--- config.mk ---
export PLATFORM = sky130hd
export DESIGN_NAME = id_ex_stage_reg
export DESIGN_NICKNAME = d
export VERILOG_FILES = /design/src/rtl/mips_pkg.sv /design/src/rtl/load_use_detect.sv /design/src/rtl/id_ex_stage_reg.sv
export SDC_FILE = /design/constraint.sdc
export NUM_CORES = 1
export LEC_CHECK = 0
export CAP_MARGIN = 20
export CELL_PAD_IN_SITES_DETAIL_PLACEMENT = 1
export CELL_PAD_IN_SITES_GLOBAL_PLACEMENT = 1
export CORE_MARGIN = 3
export CORE_UTILIZATION = 30
export CTS_CLUSTER_SIZE = 16
export DETAILED_ROUTE_END_ITERATION = 7
export PLACE_DENSITY_LB_ADDON = 0.05
export SLEW_MARGIN = 20
export SYNTH_ARGS = -nofsm -noshare
export SYNTH_HDL_FRONTEND = slang
export SYNTH_SLANG_ARGS = --single-unit
--- constraint.sdc ---
create_clock -name clk -period 2.1 [get_ports clk]
set_clock_uncertainty 0.1 [all_clocks]
set_input_delay 0.525 -clock clk [delete_from_list [all_inputs] [get_ports clk]]
set_output_delay 0.525 -clock clk [all_outputs]
set_load 0.01 [all_outputs]
--- src/rtl/mips_pkg.sv ---
// Shared pipeline types for the MIPS datapath: ID/EX control bundle and register constants.
// Latency: n/a (types and constants only).
// Backpressure: n/a.
package mips_pkg;

    // Width of the ALUOp field carried in the control bundle.
    localparam int CTRL_ALUOP_W = 3;

    // Architectural zero register; never a real producer, so it never creates a hazard.
    localparam logic [4:0] REG_ZERO = 5'd0;

    // Decoded control that travels with an instruction from ID into EX.
    typedef struct packed {
        logic                    reg_write;
        logic                    mem_read;
        logic                    mem_write;
        logic                    mem_to_reg;
        logic                    alu_src;
        logic                    branch;
        logic [CTRL_ALUOP_W-1:0] alu_op;
    } id_ex_ctrl_t;

    // A bubble carries no side effects: every control bit cleared.
    localparam id_ex_ctrl_t CTRL_BUBBLE = '0;

endpackage

--- src/rtl/load_use_detect.sv ---
// Load-use hazard detector: flags an ID instruction that reads the register a load in EX is about to write.
// Latency: purely combinational.
// Backpressure: its Stall output is the hold request for PC and IF/ID (IF/ID write enable is ~stall).
module load_use_detect
    import mips_pkg::*;
#(
    parameter int REG_W = 5
) (
    input  logic             ex_valid,
    input  logic             ex_mem_read,
    input  logic [REG_W-1:0] ex_rt,
    input  logic             id_valid,
    input  logic [REG_W-1:0] id_rs,
    input  logic [REG_W-1:0] id_rt,
    output logic             stall
);

    logic rt_match;

    // A load into $0 writes nothing, so it can never feed a dependent instruction.
    always_comb begin
        rt_match = (ex_rt != REG_W'(REG_ZERO)) && ((ex_rt == id_rs) || (ex_rt == id_rt));
        stall    = ex_valid && ex_mem_read && id_valid && rt_match;
    end

endmodule

--- src/rtl/id_ex_stage_reg.sv ---
// ID/EX pipeline register with load-use hazard detection; optional stall counter under STALL_COUNT_EN.
// Latency: one cycle from ID inputs to ID_EX outputs; Stall is combinational from current EX/ID contents.
// Backpressure: on a load-use hazard Stall holds PC and IF/ID and a bubble enters EX; Flush overrides Stall.
module id_ex_stage_reg
    import mips_pkg::*;
#(
    parameter int DATA_W  = 32,
    parameter int ALUOP_W = 3,
    parameter int REG_W   = 5
) (
    input  logic               clk,
    input  logic               rst,
    input  logic               Flush,
    input  logic               IF_ID_Valid,
    input  logic [REG_W-1:0]   IF_ID_Rs,
    input  logic [REG_W-1:0]   IF_ID_Rt,
    input  logic [REG_W-1:0]   ID_Rd,
    input  logic               ID_RegWrite,
    input  logic               ID_MemRead,
    input  logic               ID_MemWrite,
    input  logic               ID_MemtoReg,
    input  logic               ID_ALUSrc,
    input  logic               ID_Branch,
    input  logic [ALUOP_W-1:0] ID_ALUOp,
    input  logic [DATA_W-1:0]  ID_ReadData1,
    input  logic [DATA_W-1:0]  ID_ReadData2,
    input  logic [DATA_W-1:0]  ID_Imm,
    input  logic [DATA_W-1:0]  ID_PC4,
    output logic               Stall,
    output logic               ID_EX_Valid,
    output logic [REG_W-1:0]   ID_EX_Rs,
    output logic [REG_W-1:0]   ID_EX_Rt,
    output logic [REG_W-1:0]   ID_EX_Rd,
    output logic               ID_EX_RegWrite,
    output logic               ID_EX_MemRead,
    output logic               ID_EX_MemWrite,
    output logic               ID_EX_MemtoReg,
    output logic               ID_EX_ALUSrc,
    output logic               ID_EX_Branch,
    output logic [ALUOP_W-1:0] ID_EX_ALUOp,
    output logic [DATA_W-1:0]  ID_EX_ReadData1,
    output logic [DATA_W-1:0]  ID_EX_ReadData2,
    output logic [DATA_W-1:0]  ID_EX_Imm,
    output logic [DATA_W-1:0]  ID_EX_PC4
`ifdef STALL_COUNT_EN
    ,
    output logic [31:0]        StallCount
`endif
);

    logic              valid_q;
    id_ex_ctrl_t       ctrl_q;
    id_ex_ctrl_t       ctrl_in;
    logic [REG_W-1:0]  rs_q;
    logic [REG_W-1:0]  rt_q;
    logic [REG_W-1:0]  rd_q;
    logic [DATA_W-1:0] rd1_q;
    logic [DATA_W-1:0] rd2_q;
    logic [DATA_W-1:0] imm_q;
    logic [DATA_W-1:0] pc4_q;

    // Hazard check looks at what EX holds now against what ID presents now.
    load_use_detect #(
        .REG_W (REG_W)
    ) u_load_use_detect (
        .ex_valid    (valid_q),
        .ex_mem_read (ctrl_q.mem_read),
        .ex_rt       (rt_q),
        .id_valid    (IF_ID_Valid),
        .id_rs       (IF_ID_Rs),
        .id_rt       (IF_ID_Rt),
        .stall       (Stall)
    );

    // Pack the decoded ID control fields into the bundle that gets registered.
    always_comb begin
        ctrl_in            = CTRL_BUBBLE;
        ctrl_in.reg_write  = ID_RegWrite;
        ctrl_in.mem_read   = ID_MemRead;
        ctrl_in.mem_write  = ID_MemWrite;
        ctrl_in.mem_to_reg = ID_MemtoReg;
        ctrl_in.alu_src    = ID_ALUSrc;
        ctrl_in.branch     = ID_Branch;
        ctrl_in.alu_op     = CTRL_ALUOP_W'(ID_ALUOp);
    end

    // EX register bank: bubble on flush or stall (register numbers zeroed so forwarding never matches), else capture ID.
    always_ff @(posedge clk or negedge rst) begin
        if (!rst) begin
            valid_q <= 1'b0;
            ctrl_q  <= CTRL_BUBBLE;
            rs_q    <= '0;
            rt_q    <= '0;
            rd_q    <= '0;
            rd1_q   <= '0;
            rd2_q   <= '0;
            imm_q   <= '0;
            pc4_q   <= '0;
        end else if (Flush || Stall) begin
            valid_q <= 1'b0;
            ctrl_q  <= CTRL_BUBBLE;
            rs_q    <= '0;
            rt_q    <= '0;
            rd_q    <= '0;
            rd1_q   <= '0;
            rd2_q   <= '0;
            imm_q   <= '0;
            pc4_q   <= '0;
        end else begin
            // Invalid slots are captured as-is; downstream qualifies control with Valid.
            valid_q <= IF_ID_Valid;
            ctrl_q  <= ctrl_in;
            rs_q    <= IF_ID_Rs;
            rt_q    <= IF_ID_Rt;
            rd_q    <= ID_Rd;
            rd1_q   <= ID_ReadData1;
            rd2_q   <= ID_ReadData2;
            imm_q   <= ID_Imm;
            pc4_q   <= ID_PC4;
        end
    end

    assign ID_EX_Valid     = valid_q;
    assign ID_EX_Rs        = rs_q;
    assign ID_EX_Rt        = rt_q;
    assign ID_EX_Rd        = rd_q;
    assign ID_EX_RegWrite  = ctrl_q.reg_write;
    assign ID_EX_MemRead   = ctrl_q.mem_read;
    assign ID_EX_MemWrite  = ctrl_q.mem_write;
    assign ID_EX_MemtoReg  = ctrl_q.mem_to_reg;
    assign ID_EX_ALUSrc    = ctrl_q.alu_src;
    assign ID_EX_Branch    = ctrl_q.branch;
    assign ID_EX_ALUOp     = ALUOP_W'(ctrl_q.alu_op);
    assign ID_EX_ReadData1 = rd1_q;
    assign ID_EX_ReadData2 = rd2_q;
    assign ID_EX_Imm       = imm_q;
    assign ID_EX_PC4       = pc4_q;

`ifdef STALL_COUNT_EN
    logic [31:0] stall_cnt_q;

    // Count genuine load-use stalls (a flush in the same cycle supersedes the stall); saturate rather than wrap.
    always_ff @(posedge clk or negedge rst) begin
        if (!rst) begin
            stall_cnt_q <= '0;
        end else if (Stall && !Flush && (stall_cnt_q != 32'hFFFF_FFFF)) begin
            stall_cnt_q <= stall_cnt_q + 32'd1;
        end
    end

    assign StallCount = stall_cnt_q;
`endif

endmodule
==> results.sh <==
export IMPL_status="finished with violations"
export IMPL_violations="setup timing"
export IMPL_syn_inst=529
export IMPL_dr_pass1_iters=4
export IMPL_ys_seq_elements=153
export IMPL_crit_fanout=2
export IMPL_worstSetupPathType="in -> out"
export IMPL_yosysSeqAreaShare_pct=61.8
export IMPL_end_kind="primary output"
export IMPL_power_mw=7.43
export IMPL_drt_iter0_drc=159
export IMPL_hold_class="in -> reg"
export IMPL_grt_pass1_wl_um=32100
export IMPL_fin_cells=1106
export IMPL_tightest_slew_ns=0.619
export IMPL_fin_ws_ns=-0.135
export IMPL_seqCellArea_sq_um=3830
export IMPL_async_reset_ff_share_pct=100
export IMPL_hold_ws_ns=0.415
export IMPL_netlist_area_leader_share_pct=61.8
export IMPL_slew_headroom_pct=58.7
export IMPL_die_x_um=150
export IMPL_finalHoldViolations=0
export IMPL_synthTopCellsByCount="dfrtp_1 (153), nand2b_1 (153), a21oi_1 (93)"
export IMPL_wl_um=20900
export IMPL_die_y_um=150
export IMPL_clkLatencyLatePin_ns=0.42
export IMPL_cts_buffers=17
export IMPL_num_vias=5026
export IMPL_period_needed_ns=2.24
export IMPL_vias_per_cell=4.54
export IMPL_cts_sinks=153
export IMPL_rsz0062_at_grt="true"
export IMPL_setup_viol=1
export IMPL_synth_ff_type="dfrtp_1"
export IMPL_gr_total_overflow=0
export IMPL_gr_usage_all_layers_pct=18.7
export IMPL_maxSlewViolCount=0
export IMPL_fin_crit_sh_pct=106
export IMPL_ir_drop_mv=0.567
export IMPL_required_ns=1.47
export IMPL_max_freq_mhz=447
export IMPL_synth_warnings=0
export IMPL_dp_cells=1070
export IMPL_htreeDepth=4
export IMPL_antenna_found_initial=1
export IMPL_nets=983
export IMPL_rows=51
export IMPL_synth_cell_types=16
export IMPL_powerDensity_nw_per_um2=721
export IMPL_drv_cap=0
export IMPL_core_sq_um=19800
export IMPL_max_clock_path_buffers=2
export IMPL_port_buffers=309
export IMPL_post_route_drc_count=0
export IMPL_drive_gt1_share_pct=15.7
export IMPL_cts_tree="done"
export IMPL_grt_pass1_vias=5687
export IMPL_drtAntennaViolNets=0
export IMPL_fillerInstances=2094
export IMPL_dp_hpwl_um=14100
export IMPL_die_area_sq_um=22400
export IMPL_avgSynthCellArea_sq_um=11.7
export IMPL_synth_nets=685
export IMPL_ios=310
export IMPL_synth_edff_count=0
export IMPL_yosys_area_top_type="dfrtp_1"
export IMPL_grt_max_degree=154
export IMPL_routedWlPerCell_um=18.9
export IMPL_fin_setup_tns_ns=-0.135
export IMPL_gp_congestion=0.729
export IMPL_syn_cell_area_sq_um=6190
export IMPL_worstPathArrival_ns=1.61
export IMPL_multi_input_area_sq_um=2200
export IMPL_clkSlewWorstSetupHoldPaths_ns=0.06
export IMPL_area_growth_pct=66.4
export IMPL_synth_area_top_cells="dfrtp_1 (62%), nand2b_1 (15%), a21oi_2 (8.5%)"
export IMPL_leakagePower_nw=4.35
export IMPL_reg2reg_slack_ns=0.04
export IMPL_start_util_pct=31.2
export IMPL_start_kind="input port"
export IMPL_cts_root_buf="clkbuf_16"
export IMPL_final_core_util_pct=51.9
[metal layers]
| layer | global-route usage, % | wire (um) | part of all wire, % | vias up |
|---|---|---|---|---|
| met2 | 32.8 | 10500 | 50 | 189 |
| met5 | 0 | 0 | 0 | - |
| met3 | 8.99 | 2230 | 11 | 19 |
| li1 | - | - | - | 2323 |
| met4 | 5.54 | 310 | 1.5 | 0 |
| met1 | 20.1 | 7810 | 37 | 2495 |
[through the flow]
| step | setup slack [ns] | cell area, sq um |
|---|---|---|
| 5_1_grt | -0.194 | 10300 |
| 4_1_cts | -0.174 | 10200 |
| 2_1_floorplan | 0.122 | 6190 |
| 6_report | -0.135 | 10300 |
| 3_3_place_gp | -0.738 | 9560 |
| 3_5_place_dp | -0.836 | 9560 |
[state kept, by name, indices dropped and copies added, names as in the netlist]
name / cells
ID_EX_ALUOp: 3
ID_EX_ALUSrc: 1
ID_EX_Branch: 1
ID_EX_Imm: 32
ID_EX_MemRead: 1
ID_EX_MemWrite: 1
ID_EX_MemtoReg: 1
ID_EX_PC4: 32
ID_EX_Rd: 5
ID_EX_ReadData1: 32
ID_EX_ReadData2: 32
ID_EX_RegWrite: 1
ID_EX_Rs: 5
ID_EX_Rt: 5
ID_EX_Valid: 1
[placed cells by master, fill, tap and decap left out, types with 4 or more instances in the layout]
cell,instances
xnor2_2,8
a21oi_2,60
dfrtp_1,148
a21oi_1,93
clkbuf_16,17
nand2b_1,153
dfrtp_2,5
buf_6,4
buf_12,5
dlygate4sd2_1,12
clkdlybuf4s50_1,293
buf_4,11
[critical path, stage by stage]
cell	delay [ns]
clkdlybuf4s50_1	0.48
nand3_1	0.14
a21oi_4	0.19
and2_4	0.17
buf_6	0.09
[cells by family (layout without fill, tap and decap cells)]
logic type	after synthesis	after routing	synth area share, %
AOI/OAI and AO/OA	155	155	16.4
xor gates and xnor gates	10	10	1.41
buffers and inverters	50	361	4.26
DFF	153	153	61.8
other	0	1	0
and+or+nand+nor	161	161	16.1
[final cells by class]
cell class                      count  area share, %
Sequential cell                   153           37.2
Timing Repair Buffer              329           32.5
Multi-Input combinational cell    326           21.3
Clock buffer                       22           4.60
Tap cell                          265           3.22
Clock inverter                     10           1.15
Antenna cell                        1         0.0243
[timing repair]
| action | 4_1_cts | 5_1_grt |
|---|---|---|
| hold buffers | 1 | 0 |
| resized for setup | 25 | 17 |
| hold endpoints to repair | 29 | 0 |
| setup endpoints to repair | 135 | 135 |
| setup buffers | 0 | 1 |
| cloned | 1 | 0 |
| pin swaps | 6 | 9 |
[power by group]
| part | switching [mW] | total (mW) | internal [mW] |
|---|---|---|---|
| Sequential | 0.0553 | 3.15 | 3.10 |
| Combinational | 0.511 | 1.21 | 0.694 |
| Clock | 1.23 | 3.07 | 1.85 |
[path summary, 6_finish.rpt]
check                       startpoint                  end  cells past startpoint
setup / recovery           IF_ID_Valid                Stall                      5
hold / removal             IF_ID_Rt[1]          ID_EX_Rt[1]                      3
setup reg to reg           ID_EX_Rt[2]        ID_EX_Imm[18]                      6
hold reg to reg            ID_EX_Rt[3]  ID_EX_ReadData2[27]                      5
max in group asynchronous          rst        ID_EX_PC4[11]                      3
min in group asynchronous          rst        ID_EX_PC4[23]                      2
(Power assumes the default switching activity.)
